`config.mk`:
```
export PLATFORM = sky130hd
export DESIGN_NAME = pixel_fifo
export DESIGN_NICKNAME = d
export VERILOG_FILES = /design/src/rtl/pixel_fifo.sv
export SDC_FILE = /design/constraint.sdc
export NUM_CORES = 1
export LEC_CHECK = 0
export CAP_MARGIN = 15
export CORE_MARGIN = 2
export CORE_UTILIZATION = 60
export DETAILED_ROUTE_END_ITERATION = 10
export PLACE_DENSITY = 0.75
export SLEW_MARGIN = 20
export SYNTH_ARGS = -nofsm -noshare
export SYNTH_HDL_FRONTEND = slang
export SYNTH_SLANG_ARGS = --single-unit
```
`constraint.sdc`:
```
create_clock -name clock -period 4.2 [get_ports clock]
set_input_delay 0.84 -clock clock [delete_from_list [all_inputs] [get_ports clock]]
set_output_delay 0.84 -clock clock [all_outputs]
set_load 0.03 [all_outputs]
```
`src/rtl/pixel_fifo.sv`:
```
// Parametrised single-clock pixel FIFO with occupancy count, programmable almost flags and synchronous flush.
// Define PIXEL_FIFO_ERR_EN to add sticky overflow/underflow flags and the clearErr input.
module pixel_fifo #(
   parameter int unsigned DATA_W   = 3,
   parameter int unsigned DEPTH    = 64,
   parameter int unsigned AF_LEVEL = DEPTH - 4,
   parameter int unsigned AE_LEVEL = 4
) (
   input  logic                       clock,
   input  logic                       resetN,
   input  logic                       flush,
   input  logic                       WE,
   input  logic [DATA_W-1:0]          dataIn,
   input  logic                       RE,
   output logic [DATA_W-1:0]          dataOut,
   output logic                       valid,
   output logic                       F,
   output logic                       E,
   output logic                       almostFull,
   output logic                       almostEmpty,
`ifdef PIXEL_FIFO_ERR_EN
   input  logic                       clearErr,
   output logic                       overflow,
   output logic                       underflow,
`endif
   output logic [$clog2(DEPTH+1)-1:0] count
);

   localparam int unsigned AW = $clog2(DEPTH);
   localparam int unsigned CW = $clog2(DEPTH + 1);
   localparam logic [CW-1:0] FULL_C = CW'(DEPTH);
   localparam logic [CW-1:0] AF_C   = CW'(AF_LEVEL);
   localparam logic [CW-1:0] AE_C   = CW'(AE_LEVEL);

   logic [DATA_W-1:0] mem [DEPTH];
   logic [AW-1:0]     wptr;
   logic [AW-1:0]     rptr;
   logic              racc;
   logic              wacc;
   logic              op_en;

   // A write at full is only taken when a read frees the slot in the same cycle.
   always_comb begin
      racc  = RE & ~E;
      wacc  = WE & (~F | racc);
      op_en = resetN & ~flush;
   end

   always_comb begin
      E           = (count == '0);
      F           = (count == FULL_C);
      almostFull  = (count >= AF_C);
      almostEmpty = (count <= AE_C);
   end

   // Storage has no reset so it maps onto plain RAM.
   always_ff @(posedge clock) begin
      if (op_en && wacc)
         mem[wptr] <= dataIn;
   end

   always_ff @(posedge clock) begin
      if (!resetN) begin
         wptr    <= '0;
         rptr    <= '0;
         count   <= '0;
         dataOut <= '0;
         valid   <= 1'b0;
      end else if (flush) begin
         wptr  <= '0;
         rptr  <= '0;
         count <= '0;
         valid <= 1'b0;
      end else begin
         valid <= racc;
         if (racc) begin
            dataOut <= mem[rptr];
            rptr    <= rptr + 1'b1;
         end
         if (wacc)
            wptr <= wptr + 1'b1;
         case ({wacc, racc})
            2'b10:   count <= count + 1'b1;
            2'b01:   count <= count - 1'b1;
            default: count <= count;
         endcase
      end
   end

`ifdef PIXEL_FIFO_ERR_EN
   logic ovf_set;
   logic unf_set;

   always_comb begin
      ovf_set = op_en & WE & F & ~racc;
      unf_set = op_en & RE & E;
   end

   // Set takes priority over clearErr so no error event is ever lost.
   always_ff @(posedge clock) begin
      if (!resetN) begin
         overflow  <= 1'b0;
         underflow <= 1'b0;
      end else begin
         if (ovf_set)
            overflow <= 1'b1;
         else if (clearErr)
            overflow <= 1'b0;
         if (unf_set)
            underflow <= 1'b1;
         else if (clearErr)
            underflow <= 1'b0;
      end
   end
`endif

endmodule
```
* Yosys cells after proc, flatten, opt, wreduce, memory -nomap -nowiden
Memory sizes are Yosys's and may differ from the RTL's. A register that Yosys moved wholly into a read port is not among the register bits.
Cells that the tools add are included.
** Cells by class
- Shift-type cells :: 0
- Reductions and logical operators :: 6
- Muxes and demuxes :: 3
- $lt $le $gt $ge :: 2
- Equal/unequal tests :: 3
- Bitwise operators :: 8
- Multipliers :: 0
- Divide/modulo/power cells :: 0
- Add/subtract/negate cells :: 4
** Operators with widths (number)
- one-hot mux 7 bit (2 select lines) :: 1
- adder 6 x 1 -> 6 bit (second input constant) :: 2
- adder 7 x 1 -> 7 bit (second input constant) :: 1
- == test 7 bit (second input constant) :: 1
- greater-or-equal comparator 7 x 6 -> 1 bit (second input constant) :: 1
- less-or-equal comparator 7 x 3 -> 1 bit (second input constant) :: 1
- logical NOT 7 bit :: 1
- subtractor 7 x 1 -> 7 bit (second input constant) :: 1
- inverter 1 bit :: 4
- AND 1 bit :: 3
- == test 2 x 1 -> 1 bit (second input constant) :: 1
- == test 2 bit (second input constant) :: 1
- two-way mux 1 bit :: 2
- AND reduction 2 bit :: 1
- nonzero test 2 bit :: 1
- OR reduction 2 bit :: 1
- logical AND 1 bit :: 1
- logical NOT 1 bit :: 1
- OR 1 bit :: 1
** Word-level totals
- Register bits after elaboration :: 20
- Memory bits (writable) :: 192
- Latch bits :: 0
- Output and inout port bits :: 15
- Memory bits (read-only) :: 0
- Bits of input ports :: 8
- Logic and storage cells :: 31
- Memories :: 1
** Memories
- mem :: depth 64, bits a word 3, rd ports 1, clocked after memory_dff 1, wr ports 1, line 35 : logic [DATA_W-1:0] mem [DEPTH];

* Logic depth before layout (Yosys ltp)
Gate-level depths: netlist of run 1.
- Depth after elaboration :: 8
- Mapped depth :: 11
- Depth with buffers taken out :: 11

* Worst setup path before layout of run 1
No wires, ideal clock.
- Kind :: reg2reg
- From :: register count[0]
- To :: register count[6]
- Buffers on the path :: 0
- Arrival time :: 2661 ps
- Required time :: 4069 ps
- Path slack :: 1408 ps
- Setup time :: 131 ps
- Stages on the path, launching flop included :: 12
- Cells stage by stage :: dfxtp_1 > or4_4 > o21a_4 > nand2b_4 > inv_2 > ha_1 > nor2b_1 > o31a_1 > o21ai_0 > and3_1 > o21a_1 > nor3_1
** Between the ends
- Word-level cells in the longest chain between the ends :: 7
** Ends and longest elaborated chain
- from (decl) :: line 26 : output logic [$clog2(DEPTH+1)-1:0] count
- from (signal assigned) :: line 83 : 2'b10: count <= count + 1'b1;
- from (signal assigned) :: line 84 : 2'b01: count <= count - 1'b1;
- from (signal assigned) :: line 85 : default: count <= count;
- logical NOT 7 bit :: line 50 : E = (count == '0);
- inverter 1 bit :: line 44 : racc = RE & ~E;
- AND 1 bit :: line 44
- OR 1 bit :: line 45 : wacc = WE & (~F | racc);
- AND 1 bit :: line 45
- == test 2 x 1 -> 1 bit or == test 2 bit (tied branches) :: line 82 : case ({wacc, racc})
- one-hot mux 7 bit (2 select lines) or nonzero test 2 bit (tied branches)
Parallel ways exist; a longest one is shown, timed or not.
A chain may end at the register's enable or synchronous reset.

* Final worst setup path of run 1
- From :: register count[0]
- To :: output port E
** Between the ends
- Word-level cells in the longest chain between the ends :: 1
** Ends and longest elaborated chain
- logical NOT 7 bit :: line 50
- to (decl) :: line 18 : output logic E,
Every way passes these cells.

==> results of run 1 <==
-- per-layer routing --
layer / track usage, % / vias up / share of wire, %
li1: - / 2318 / -
met1: 33.7 / 2574 / 42
met2: 41.1 / 171 / 50
met3: 3.96 / 29 / 6.1
met4: 5.75 / 0 / 1.5
met5: 0 / - / 0
-- worst register-to-register path, delay by kind of cell, from the launching register on --
kind | cells | cell delay (ns)
adders and majority gates | 1 | 0.32
buffers and inverters | 1 | 0.08
and+or+nand+nor | 6 | 1.31
DFF | 1 | 0.37
AOI/OAI and AO/OA | 3 | 0.76
-- area by class of cell --
cell class / instances / area, um^2 / share of cell area (%)
tap: 184 / 230 / 2.26
timing repair buffer: 29 / 295 / 2.90
clock inverter: 11 / 139 / 1.37
sequential: 215 / 6230 / 61.3
multi-input combinational: 339 / 2620 / 25.8
inverter: 8 / 30.0 / 0.295
clock buffer: 28 / 624 / 6.14
-- cells in the final DEF (no fill, tap or decap), types with 4 or more instances in the layout --
| master | Yosys | final |
|---|---|---|
| edfxtp_1 | 192 | 192 |
| o22ai_1 | 12 | 12 |
| mux2i_1 | 59 | 59 |
| nor3_1 | 10 | 10 |
| dfxtp_1 | 23 | 21 |
| nand4_1 | 5 | 5 |
| nand2_1 | 20 | 20 |
| mux4_2 | 24 | 24 |
| xnor2_1 | 6 | 6 |
| inv_1 | 7 | 7 |
| xor2_1 | 7 | 7 |
| nor2b_1 | 6 | 6 |
| a211oi_1 | 4 | 4 |
| o21ai_0 | 12 | 12 |
| clkdlybuf4s50_1 | 0 | 19 |
| nor2_1 | 102 | 102 |
| a21oi_1 | 8 | 8 |
| ha_1 | 7 | 7 |
| nand3b_1 | 5 | 5 |
| buf_4 | 2 | 4 |
| clkbuf_16 | 0 | 23 |
-- flip-flops by register name (all words and copies together), names as in the netlist --
signal and cells:
dataOut 3, count 7, mem 192, wptr 6, valid 1, rptr 6
-- power breakdown --
group	leakage (nW)	total, W	switching (W)	internal [W]
Combinational	0.888	0.000165	0.0000971	0.0000676
Clock	0.367	0.00201	0.000777	0.00124
Sequential	1.91	0.00235	0.0000148	0.00233
-- stage by stage --
| stage | power (W) | setup WS [ns] | cells | area (um^2) | utilization (%) |
|---|---|---|---|---|---|
| after detailed placement | 0.00256 | 0.753 | 775 | 9410 | 64.2 |
| after CTS | 0.00455 | 1.07 | 814 | 10200 | 69.5 |
| after global routing | 0.00465 | 1.03 | 814 | 10200 | 69.5 |
| after global placement | 0.00255 | 0.933 | 772 | 9350 | 63.8 |
| after floorplan | 0.00249 | 1.41 | 593 | 9030 | - |
| final | 0.00452 | 1.09 | 814 | 10200 | 69.5 |
-- cell families (layout without fill, tap and decap cells) --
kind of cell	after synthesis	after routing	share of synthesized area (%)
buffers and inverters	39	76	2.00
adders and majority gates	8	8	1.19
xor gates and xnor gates	13	13	1.26
DFF	215	215	69.0
and+or+nand+nor	176	176	9.54
AOI/OAI and AO/OA	59	59	4.52
muxes	83	83	12.5
-- worst max path at each step --
stage / startpoint / end / slack [ns] / depth (start not counted)
after detailed placement: RE / mem[54][0] / 0.75 / 6
after CTS: count[0] / E / 1.07 / 3
after global placement: RE / mem[46][0] / 0.93 / 6
final: count[0] / E / 1.09 / 3
after global routing: count[0] / E / 1.03 / 3
after floorplan: count[0] / count[6] / 1.41 / 11
==> results.py, run 1 <==
metrics = {
    "clocking": {
        "clk_path_buf_depth": 3,
        "cts_tree": "built",
        "postCtsSetupBuffers": 0,
        "ctsHtreeMaxLevel": 1,
        "cts_hold_buffers": 0,
        "cts_buffers": 22,
        "clkLatencyLatePin_ns": 0.50,
        "cts_sinks": 215,
        "cts_root_buffer": "clkbuf_16",
        "clkTransAtPathRegs_ns": 0.06,
        "cts_resized": 0,
    },
    "sta": {
        "clock_skew_ns": 0.0147,
        "fin_crit_sh_pct": 74.0,
        "holdWs_ns": 0.586,
        "min_period_ns": 3.11,
        "fmax_ghz": 0.322,
        "finalSetupViolCount": 0,
        "maxSlewViolCount": 0,
        "worst_pin_slew_ns": 0.777,
        "timing.setup.tns_ns": 0,
        "rsz0062_at_grt": "no",
        "slew_headroom_pct": 48.1,
        "hold_viol_final": 0,
    },
    "run_status": {
        "status": "finished, final reports clean",
    },
    "critical_path": {
        "crit_family": "simple AND/OR/NAND/NOR gates",
        "r2r_slack_ns": 1.28,
        "criticalPathCategory": "reg2out",
        "critPathMaxStageDelay_ns": 0.67,
        "worstPathMaxFanout": 6,
        "required_ns": 3.36,
        "cp.buffers_inverters": 1,
        "r2r_start": "count[0]",
        "r2r_cells": 11,
        "startpoint_type": "flip-flop",
        "cp_slowest_cell": "clkdlybuf4s50_1",
        "end_kind": "primary output",
        "crit_chain": "or4_4 > nor2_1 > clkdlybuf4s50_1",
        "arrival_ns": 2.27,
        "regToRegEndpoint": "count[6]",
    },
    "floorplan": {
        "dieHeight_um": 127,
        "rows": 44,
        "coreArea_um2": 14600,
        "io_pins": 23,
        "start_util_pct": 61.6,
        "die_area_um2": 16000,
        "die_w_um": 127,
    },
    "placed_design": {
        "dp.final_hpwl_mm": 12.1,
        "gp_congestion": 0.888,
        "io_buffers": 22,
    },
    "power_and_ir_drop": {
        "p_leak_nw": 3.17,
        "vdd_drop_max_v": 0.000302,
        "powerDensity_nw_per_um2": 445,
    },
    "logic_synthesis": {
        "synth_edf_count": 192,
        "synthTopCellsByArea": "edfxtp_1 (64%), mux2i_1 (6.5%), mux4_2 (6.0%)",
        "ys_ff_latch": 215,
        "synth_most_common_cell": "edfxtp_1",
        "synth_top_area_share_pct": 63.9,
        "yosys_warnings": 0,
        "syn-num-nets": 609,
        "avgSynthCellArea_um2": 15.2,
        "synth_cells": 593,
        "async_flop_share_pct": 0,
        "synthTopCellsByCount": "edfxtp_1 (192), nor2_1 (102), mux2i_1 (59)",
        "yosysUniqueCellTypes": 50,
        "ys_seq_area_share_pct": 69.0,
        "synth_top_area_cell": "edfxtp_1",
        "mappedNetlistArea_um2": 9030,
        "ys.flop_type": "edfxtp_1",
    },
    "global_routing": {
        "grt_pass1_vias": 5225,
        "grt_use_total_pct": 24.3,
        "grt_pass1_wl_mm": 29.4,
        "grt_max_degree": 42,
        "antenna_found_initial": 0,
        "grt_overflow_total": 0,
    },
    "drt": {
        "firstDrtPassIters": 5,
        "vias": 5092,
        "viasPerCell": 6.26,
        "route.detailed.wl_per_inst_um": 23.2,
        "drc": 0,
        "drtIter0Drc": 422,
        "antenna_left": 0,
        "wl_mm": 18.9,
    },
    "hold_path": {
        "hp-class": "reg2reg",
        "hold_path_depth": 2,
        "min_to": "rptr[5]",
        "hp-start": "rptr[5]",
    },
    "layout": {
        "n_antenna_cell": 0,
        "fin_nets": 631,
        "syn2layout_area_growth_pct": 12.7,
        "layout-drive-gt1-share_pct": 13.7,
        "nFillCells": 994,
    },
    "flow_run": {
        "drv_cap": 0,
    },
}
No activity file was read; power rests on OpenSTA's default activity.
==> run 2, diff against run 1 <==
==> constraint.sdc (replaced) <==
create_clock -name clock -period 3.25 [get_ports clock]
set_input_delay 0.65 -clock clock [delete_from_list [all_inputs] [get_ports clock]]
set_output_delay 0.65 -clock clock [all_outputs]
set_load 0.03 [all_outputs]
==> results.py, run 2 (synthesis results as in run 1) <==
metrics = {
    "clocking": {
        "cts_buffers": 23,
        "clkLatencyLatePin_ns": 0.51,
        "cts_sinks": 215,
        "clkTransAtPathRegs_ns": 0.06,
        "ctsHtreeMaxLevel": 1,
        "cts_root_buffer": "clkbuf_16",
        "postCtsSetupBuffers": 0,
        "cts_resized": 0,
        "cts_tree": "built",
        "cts_hold_buffers": 0,
        "clk_path_buf_depth": 3,
    },
    "layout": {
        "biggestRegsByFlops": "mem (192), count (7)",
        "syn2layout_area_growth_pct": 13.0,
        "layout-drive-gt1-share_pct": 15.3,
        "n_antenna_cell": 0,
        "top_register": "mem",
        "most-common-layout-cells": "edfxtp_1 (192), nor2_1 (102), mux2i_1 (59), mux4_2 (24), clkbuf_16 (23)",
        "final_common_cell": "edfxtp_1",
        "fin_nets": 641,
        "stdcell_count": 826,
        "largest_register_ffs": 192,
    },
    "global_routing": {
        "grt_pass1_wl_mm": 29.6,
        "antenna_found_initial": 0,
        "grt_max_degree": 39,
        "grt_pass1_vias": 5363,
        "grt_use_total_pct": 24.2,
        "grt_overflow_total": 0,
    },
    "critical_path": {
        "criticalPathCategory": "reg2reg",
        "startpoint_type": "flip-flop",
        "worstPathMaxFanout": 7,
        "required_ns": 3.66,
        "r2r_cells": 11,
        "arrival_ns": 3.41,
        "r2r_start": "count[0]",
        "r2r_slack_ns": 0.25,
        "end_kind": "flip-flop",
        "regToRegEndpoint": "count[6]",
    },
    "sta": {
        "slew_headroom_pct": 58.2,
        "fmax_ghz": 0.334,
        "finalSetupViolCount": 0,
        "timing.setup.tns_ns": 0,
        "min_period_ns": 3.00,
        "clock_skew_ns": 0.0168,
        "worst_pin_slew_ns": 0.621,
        "hold_viol_final": 0,
        "fin_crit_sh_pct": 92.2,
        "maxSlewViolCount": 0,
        "rsz0062_at_grt": "no",
        "holdWs_ns": 0.582,
    },
    "hold_path": {
        "hold_path_depth": 2,
        "hp-start": "rptr[5]",
        "hp-class": "reg2reg",
        "min_to": "rptr[5]",
    },
    "drt": {
        "drtIter0Drc": 427,
        "firstDrtPassIters": 5,
        "antenna_left": 0,
        "route.detailed.wl_per_inst_um": 22.8,
        "vias": 5167,
        "wl_mm": 18.8,
        "drc": 0,
        "viasPerCell": 6.26,
    },
    "floorplan": {
        "start_util_pct": 61.6,
        "die_w_um": 127,
        "dieHeight_um": 127,
        "io_pins": 23,
        "rows": 44,
        "coreArea_um2": 14600,
        "die_area_um2": 16000,
    },
    "placed_design": {
        "io_buffers": 22,
        "dp.final_hpwl_mm": 12.1,
        "gp_congestion": 0.860,
        "dp.cells": 784,
    },
    "power_and_ir_drop": {
        "p_leak_nw": 3.20,
        "vdd_drop_max_v": 0.000437,
        "power_w": 0.00581,
        "powerDensity_nw_per_um2": 569,
    },
    "flow_run": {
        "drv_cap": 0,
    },
    "run_status": {
        "status": "finished, final reports clean",
    },
}
==> run 2: changes by cell type in the layout (fill, tap and decap cells not counted) <==
cell / before / now
clkbuf_1: 2 / 5
bufinv_16: 3 / 2
inv_6: 0 / 1
buf_4: 4 / 15
clkinv_1: 3 / 0
buf_12: 3 / 1
clkinv_4: 2 / 0
clkinv_2: 1 / 5
clkinvlp_4: 2 / 3
==> run 2: critical path, stage by stage (launching register included) <==
cell,delay (ns)
dfxtp_1,0.38
or4_4,0.60
o21a_4,0.27
nand2b_4,0.10
inv_2,0.08
ha_1,0.33
nor2b_1,0.16
o31a_1,0.26
o21ai_0,0.26
a21oi_1,0.13
o21a_1,0.18
nor3_1,0.15
==> run 2: power breakdown <==
group | switching [W] | total (W) | internal (W)
Clock | 0.00103 | 0.00256 | 0.00154
Sequential | 0.0000182 | 0.00303 | 0.00301
Combinational | 0.000128 | 0.000213 | 0.0000846
==> run 2: through the flow <==
step           utilization [%]  worst slack (ns)  cell area, um^2
2_1_floorplan                -             0.458             9030
3_3_place_gp              64.5             0.338             9450
3_5_place_dp              64.5             0.228             9450
4_1_cts                   69.7             0.277            10200
5_1_grt                   69.7             0.163            10200
6_report                  69.7             0.253            10200
==> run 2: area by class of cell <==
class                           count  area, um^2
Sequential cell                   215        6230
Timing Repair Buffer               38         338
Clock inverter                     11         116
Fill cell                         975        4440
Inverter                            8        30.0
Multi-Input combinational cell    339        2620
Tap cell                          184         230
Clock buffer                       31         636
==> run 2: worst max path at each step <==
stage	startpoint	to	slack, ns	depth (start not counted)
finish	count[0]	count[6]	0.25	11
floorplan	count[0]	count[6]	0.46	11
detailed placement	RE	count[6]	0.23	11
CTS	count[0]	E	0.28	3
global placement	RE	count[6]	0.34	11
global route	count[0]	count[6]	0.16	11
==> run 2: metal layers <==
layer | routed length, um | global-route usage, % | vias up | share of wire (%)
met5 | 0 | 0 | - | 0
met2 | 9100 | 39.7 | 203 | 48
met3 | 1210 | 3.88 | 56 | 6.4
li1 | - | - | 2335 | -
met4 | 719 | 9.05 | 0 | 3.8
met1 | 7810 | 33.3 | 2573 | 41
